File: src/rtl/grey_code6_rx.sv
// Receive side of the 6-bit grey increment link: synchronise the foreign grey bus,
// decode it to binary, pulse incr once per legal +1 step and count accepted steps.
module grey_code6_rx #(
    parameter int SYNC_STAGES = 2,
    parameter int CNT_W       = 16
) (
    input  logic             clk,
    input  logic             rst,
    input  logic [5:0]       grey_in,
    input  logic             clr,
    input  logic             err_clr,
    output logic             valid,
    output logic [5:0]       binary,
    output logic             incr,
    output logic [CNT_W-1:0] count,
    output logic             err
);

    localparam int WAIT_W = $clog2(SYNC_STAGES + 1);

    typedef enum logic {
        INIT,
        TRACK
    } state_t;

    state_t             state_q;
    logic [WAIT_W-1:0]  wait_q;
    logic [5:0]         sync_q [SYNC_STAGES];
    logic [5:0]         prev_q;
    logic [5:0]         binary_q;
    logic               incr_q;
    logic [CNT_W-1:0]   count_q;
    logic               err_q;
    logic               valid_q;

    logic [5:0]         g_s;
    logic [5:0]         bin_d;
    logic [5:0]         diff;
    logic               moved;
    logic               one_bit;
    logic               step;
    logic               illegal;

    function automatic logic [5:0] grey2bin(input logic [5:0] g);
        logic [5:0] b;
        b[5] = g[5];
        for (int i = 4; i >= 0; i--) begin
            b[i] = b[i+1] ^ g[i];
        end
        return b;
    endfunction

    always_ff @(posedge clk or negedge rst) begin
        if (!rst) begin
            for (int i = 0; i < SYNC_STAGES; i++) begin
                sync_q[i] <= '0;
            end
        end else begin
            sync_q[0] <= grey_in;
            for (int i = 1; i < SYNC_STAGES; i++) begin
                sync_q[i] <= sync_q[i-1];
            end
        end
    end

    // Any change other than a single-bit +1 step is illegal; the baseline always
    // follows the bus so one glitch produces one error, not a stream of them.
    always_comb begin
        g_s     = sync_q[SYNC_STAGES-1];
        bin_d   = grey2bin(g_s);
        diff    = g_s ^ prev_q;
        moved   = |diff;
        one_bit = moved && ((diff & (diff - 6'd1)) == 6'd0);
        step    = one_bit && (bin_d == binary_q + 6'd1);
        illegal = moved && !step;
    end

    always_ff @(posedge clk or negedge rst) begin
        if (!rst) begin
            state_q  <= INIT;
            wait_q   <= '0;
            prev_q   <= '0;
            binary_q <= '0;
            incr_q   <= 1'b0;
            count_q  <= '0;
            err_q    <= 1'b0;
            valid_q  <= 1'b0;
        end else begin
            incr_q <= 1'b0;
            case (state_q)
                INIT: begin
                    // Hold off until stale pre-reset zeros have left the synchroniser.
                    if (wait_q == WAIT_W'(SYNC_STAGES)) begin
                        prev_q   <= g_s;
                        binary_q <= bin_d;
                        valid_q  <= 1'b1;
                        state_q  <= TRACK;
                    end else begin
                        wait_q <= wait_q + WAIT_W'(1);
                    end
                end
                TRACK: begin
                    if (moved) begin
                        prev_q   <= g_s;
                        binary_q <= bin_d;
                    end
                    if (step) begin
                        incr_q <= 1'b1;
                    end
                    if (clr) begin
                        count_q <= '0;
                    end else if (step) begin
                        count_q <= count_q + CNT_W'(1);
                    end
                    if (illegal) begin
                        err_q <= 1'b1;
                    end else if (err_clr) begin
                        err_q <= 1'b0;
                    end
                end
                default: state_q <= INIT;
            endcase
        end
    end

    assign valid  = valid_q;
    assign binary = binary_q;
    assign incr   = incr_q;
    assign count  = count_q;
    assign err    = err_q;

endmodule
File: config.mk
export PLATFORM = sky130hd
export DESIGN_NAME = grey_code6_rx
export DESIGN_NICKNAME = d
export VERILOG_FILES = /design/src/rtl/grey_code6_rx.sv
export SDC_FILE = /design/constraint.sdc
export NUM_CORES = 1
export LEC_CHECK = 0
export BUFFER_PORTS_ARGS = -buffer_cell sky130_fd_sc_hd__buf_2
export CORE_ASPECT_RATIO = 0.75
export CORE_MARGIN = 3
export CORE_UTILIZATION = 40
export DETAILED_ROUTE_END_ITERATION = 12
export SKIP_LAST_GASP = 1
export SLEW_MARGIN = 20
export SYNTH_ARGS = -nofsm -noshare
export SYNTH_HDL_FRONTEND = slang
export SYNTH_SLANG_ARGS = --single-unit
File: constraint.sdc
create_clock -name clk -period 2.9 [get_ports clk]
set_input_delay 0.58 -clock clk [delete_from_list [all_inputs] [get_ports clk]]
set_output_delay 0.58 -clock clk [all_outputs]
set_load 0.05 [all_outputs]
# Yosys cells after proc, flatten, opt, wreduce, memory -nomap -nowiden
# Index checks and enable logic that the tools add are counted.
# word_totals
output_inout_bits	25
regBits	46
word_cells	54
# op_classes
bitwise	9
n_reduce_logical	13
eq_ne	4
addsub	4
n_mux	14
# op_table
op	count
2-to-1 mux 16 bit	2
2-to-1 mux 6 bit	4
one-hot mux 6 bit (2 select lines)	2
adder 16 x 1 -> 16 bit (second input constant)	1
AND reduction 2 bit	5
adder 6 x 1 -> 6 bit (second input constant)	1
AND 6 bit	1
equality test 6 bit	1
zero test 6 bit	1
2-to-1 mux 1 bit	6
OR reduction 6 bit	1
subtractor 6 x 1 -> 6 bit (second input constant)	1
bitwise XOR 6 bit	1
bitwise XOR 1 bit	5
nonzero test 2 bit	2
logical AND 1 bit	3
adder 2 x 1 -> 2 bit (second input constant)	1
equality test 2 bit (second input constant)	1
!= test 2 x 1 -> 1 bit (second input constant)	1
!= test 2 bit (second input constant)	1
inverter 1 bit	2
zero test 1 bit	1

# Longest topological paths before layout
# depth
word_depth	11
depth_mapped	9

# Worst setup path after synthesis
# OpenSTA, ideal clock, no wires.
# synth_path
path_type	reg-to-reg
from	register sync_q (netlist bit g_s[1])
to	register count_q[11] (netlist: count[11])
required_ps	2830
arrival_ps	2786
setup_time_ps	70
path_buffers	1
stages_incl_launch_ff	9
setup_slack_ps	44
period_less_slack_ps	2856
cell_sequence	dfrtp_1 xor2_1 or4_4 or4_4 a211oi_2 nand4_2 buf_6 or4_1 nand3_1
# synth_between
elab_chain_len	8
word_cells_on_any_way	12
classes_between	add/sub (1); eq/ne (1); bitwise (4); reduce/logical (6)
# synth_lines
item	line_no	source
from (decl)	28	logic [5:0] sync_q [SYNC_STAGES];
from (signal, indexed assignment)	61	sync_q[i] <= sync_q[i-1];
bitwise XOR 6 bit	71	diff = g_s ^ prev_q;
subtractor 6 x 1 -> 6 bit	73	one_bit = moved && ((diff & (diff - 6'd1)) == 6'd0);
AND 6 bit	73	
zero test 6 bit	73	
logical AND 1 bit	73	
logical AND 1 bit (*)	74	step = one_bit && (bin_d == binary_q + 6'd1);
nonzero test 2 bit (no source line) (*)	-	
AND reduction 2 bit (no source line) (*)	-	
to (signal assigned)	113	count_q <= count_q + CNT_W'(1);
to (decl)	32	logic [CNT_W-1:0] count_q;
# Every way passes the cells marked *; elsewhere a longest branch is shown, timed or not.
# A chain may end at the register's enable or synchronous reset.

# Worst setup path after layout
# layout_path
from	register prev_q[3]
to	register count_q[7] (netlist: count[7])
# layout_between
elab_chain_len	8
word_cells_on_any_way	9
classes_between	add/sub (1); bitwise (2); reduce/logical (6)
# layout_lines
item	line_no	source
from (decl)	29	logic [5:0] prev_q;
from (signal assigned)	94	prev_q <= g_s;
from (signal assigned)	104	prev_q <= g_s;
bitwise XOR 6 bit (*)	71	
subtractor 6 x 1 -> 6 bit	73	
AND 6 bit	73	
zero test 6 bit	73	
logical AND 1 bit (*)	73	
logical AND 1 bit (*)	74	
nonzero test 2 bit (no source line) (*)	-	
AND reduction 2 bit (no source line) (*)	-	
# Marked as above.

==> impl_metrics.yaml <==
status:
  status: "completed"
synthesis:
  ys_ff_latch: 45
  synth_area_sq_mm: 0.002262
  synth.distinct_cells: 39
  synth_xor_area_share_pct: 8.684
  synth-adder-area-share_pct: 1.659
  muxShareOfSynthArea_pct: 4.867
  synth_compound_area_share_pct: 10.95
  synthSimpleGateAreaFrac_pct: 20.91
  synth_cells: 214
  synth_fp_nets: 227
  ys_seq_area_share_pct: 49.78
  synth_warnings: 0
  syn_area_per_cell_sq_um: 10.57
  synth_top_family_by_area: "simple AND/OR/NAND/NOR gates"
route:
  drtIter0Drc: 63
  wirelength_um: 4636
  wl_per_cell_um: 13.76
  drc: 0
  drt_pass1_iterations: 4
  vias_per_cell: 5.107
  vias: 1721
  drtAntennaViolNets: 0
global_routing:
  grt_max_degree: 46
  grt_pass1_vias: 1591
  grt_pass1_wl_um: 7886
  grt_overflow_total: 0
  antenna_found_initial: 0
  grtUsageTotal_pct: 15.14
power_and_ir_drop:
  power_leakage_nw: 1.289
  power.density_mw_per_mm2: 518.1
  ir_drop_mv: 0.3595
cts:
  numCtsBuffers: 5
  cts.clk_slew.worst_paths_ps: 90
  cts_root_buffer: "clkbuf_8"
  h-tree-depth: 2
  cts_buffer_depth: 2
  worstSkewPairLatency_ps: 300
  cts_tree: "built"
  cts_sinks: 45
placed_design:
  placed_area_sq_mm: 0.002590
  numPortBuffers: 34
  post-dp-hpwl_um: 3293
  place_ws_ps: -64.32
  gp_congestion: 0.7274
floorplanning:
  fp.dieW_um: 92.84
  core_area_sq_mm: 0.005410
  io_pins: 35
  start_util_pct: 41.81
  die_h_um: 71.13
  dieArea_sq_mm: 0.006603
  rows: 23
critical_path:
  setup.worst_path.class: "flop to flop"
  path_max_fanout: 13
  crit_required_ps: 3140
  crit_path_start_kind: "flop"
  ff2ff_setup_slack_ps: 110
  ff2ff_path_depth: 7
  reg2reg_to: "count[7]"
  cp-end-kind: "flop"
  cp.arrival_ps: 3030
  r2r_start: "prev_q[3]"
timing:
  hold_violations: 0
  grt_setup_unrepaired: "yes"
  slew_headroom_pct: 62.23
  layout_min_cycle_time_ps: 2788
  tightestPinTransition_ps: 566.5
  period_share_pct: 96.13
  maxSlewViolCount: 0
  worst_clock_skew_ps: 10.26
  finalSetupViolCount: 0
  fmax_mhz: 358.7
  fin_ws_ps: 112.1
layout:
  nNetsFinal: 275
  drive_gt1_share_pct: 28.63
  antenna_cells: 0
  syn2layout_area_growth_pct: 20.30
  final_cell_area_sq_mm: 0.002721
  final_core_util_pct: 50.30
flow_run:
  drv_cap: 0
hold_path:
  min-delay-path-class: "input pin to asynchronous set/reset pin"
repair_timing:
| item | 4_1_cts | 5_1_grt |
|---|---|---|
| pin swaps | 0 | 6 |
| setup buffers | 0 | 3 |
| hold buffers | 0 | 0 |
| resized for setup | 2 | 4 |
| endpoints found under the setup margin | 7 | 13 |
| endpoints found under the hold margin | 0 | 0 |
flip-flops by register name (all words and copies together) (netlist names):
signal / cells
binary: 5
count: 16
err: 1
g_s: 6
incr: 1
prev_q: 6
state_q: 1
sync_q: 6
valid: 1
wait_q: 2
layout make-up:
cell class | instances | area (sq um)
clock buffer | 6 | 82.58
inverter | 6 | 22.52
timing repair buffer | 51 | 307.8
sequential | 45 | 1126
tap | 75 | 93.84
clock inverter | 1 | 7.507
multi-input combinational | 153 | 1081
fill | 522 | 2689
worst max-delay path by stage:
stage / startpoint / end / slack (ps) / cells after the start
2_1_floorplan: g_s[1] / count[11] / 40 / 8
3_3_place_gp: g_s[3] / count[7] / -30 / 7
3_5_place_dp: g_s[3] / count[7] / -60 / 7
4_1_cts: g_s[3] / count[14] / 6 / 8
5_1_grt: prev_q[3] / count[14] / -20 / 8
6_report: prev_q[3] / count[7] / 110 / 7
metrics by stage:
step	power [mW]	std cells	TNS, ps	hold slack (ps)
floorplan	0.9231	214	0	284.4
global placement	1.011	328	-30.43	332.6
detailed placement	1.017	328	-253.2	337.9
CTS	1.425	335	0	357.0
global route	1.489	337	-22.97	315.7
finish	1.410	337	0	272.3
worst max-delay path, stage by stage, from the launching register on:
cell,delay (ps)
dfrtp_1,390
xor2_1,170
or4_4,540
or4_4,450
a211oi_4,320
nand4_4,230
or4_1,540
nand3_1,90
metal layers:
layer	vias to the layer above	share of wire [%]	routed length [um]	global-route usage, %
met5	-	0	0	0
met4	0	0.86	40	4.390
met3	5	4.0	185	4.251
met2	31	45	2090	22.11
met1	820	50	2319	22.03
li1	865	-	-	-
Yosys cell counts (all sizes together):
master,count,area share [%]
or2,1,0.28
a32o,1,0.44
mux2,8,4.0
ha,3,1.7
nor3,1,0.22
xor3,2,2.1
a21oi,4,0.88
o211ai,11,3.7
a22oi,1,0.33
nand2,24,4.0
dfrtp,45,50
or2b,1,0.33
nor2,8,1.3
a211oi,4,1.5
o21ba,1,0.44
xnor2,9,3.5
xor2,8,3.1
a31o,1,0.39
nand3,22,4.9
nor2b,3,0.83
and3,7,2.0
a21o,2,0.66
nand4,1,0.55
or4,14,5.0
a31oi,1,0.28
mux2i,2,0.88
buf,2,0.83
o21ai,5,1.1
a41o,1,0.44
or3,1,0.33
inv,6,1.0
nand4b,1,0.39
and2,3,0.83
clkbuf,8,1.3
a22o,2,0.77
placed cells by master (no fill, tap or decap), types with 4 or more instances in the layout:
master / count
dfrtp_1: 45
buf_2: 33
nand2_1: 24
nand3_1: 22
buf_4: 16
or4_1: 12
o211ai_1: 11
xnor2_1: 9
nor2_1: 8
xor2_1: 8
mux2_2: 8
inv_1: 6
and3_1: 6
clkbuf_8: 6
o21ai_0: 5
a21oi_1: 4
power breakdown:
part / switching, mW / internal, mW
clock network: 0.208 / 0.188
logic: 0.192 / 0.134
registers: 0.0316 / 0.656
kinds of logic (layout without fill, tap and decap cells):
family | count (synthesis) | in the layout
buffers and inverters | 16 | 64
flip-flops | 45 | 45
XOR/XNOR | 19 | 19
adder cells (fa/ha/maj) | 3 | 3
multiplexers | 10 | 10
AND/OR/NAND/NOR | 87 | 87
AO/OA/AOI/OAI | 34 | 34
Note: power is estimated with default switching activity, not from simulation.
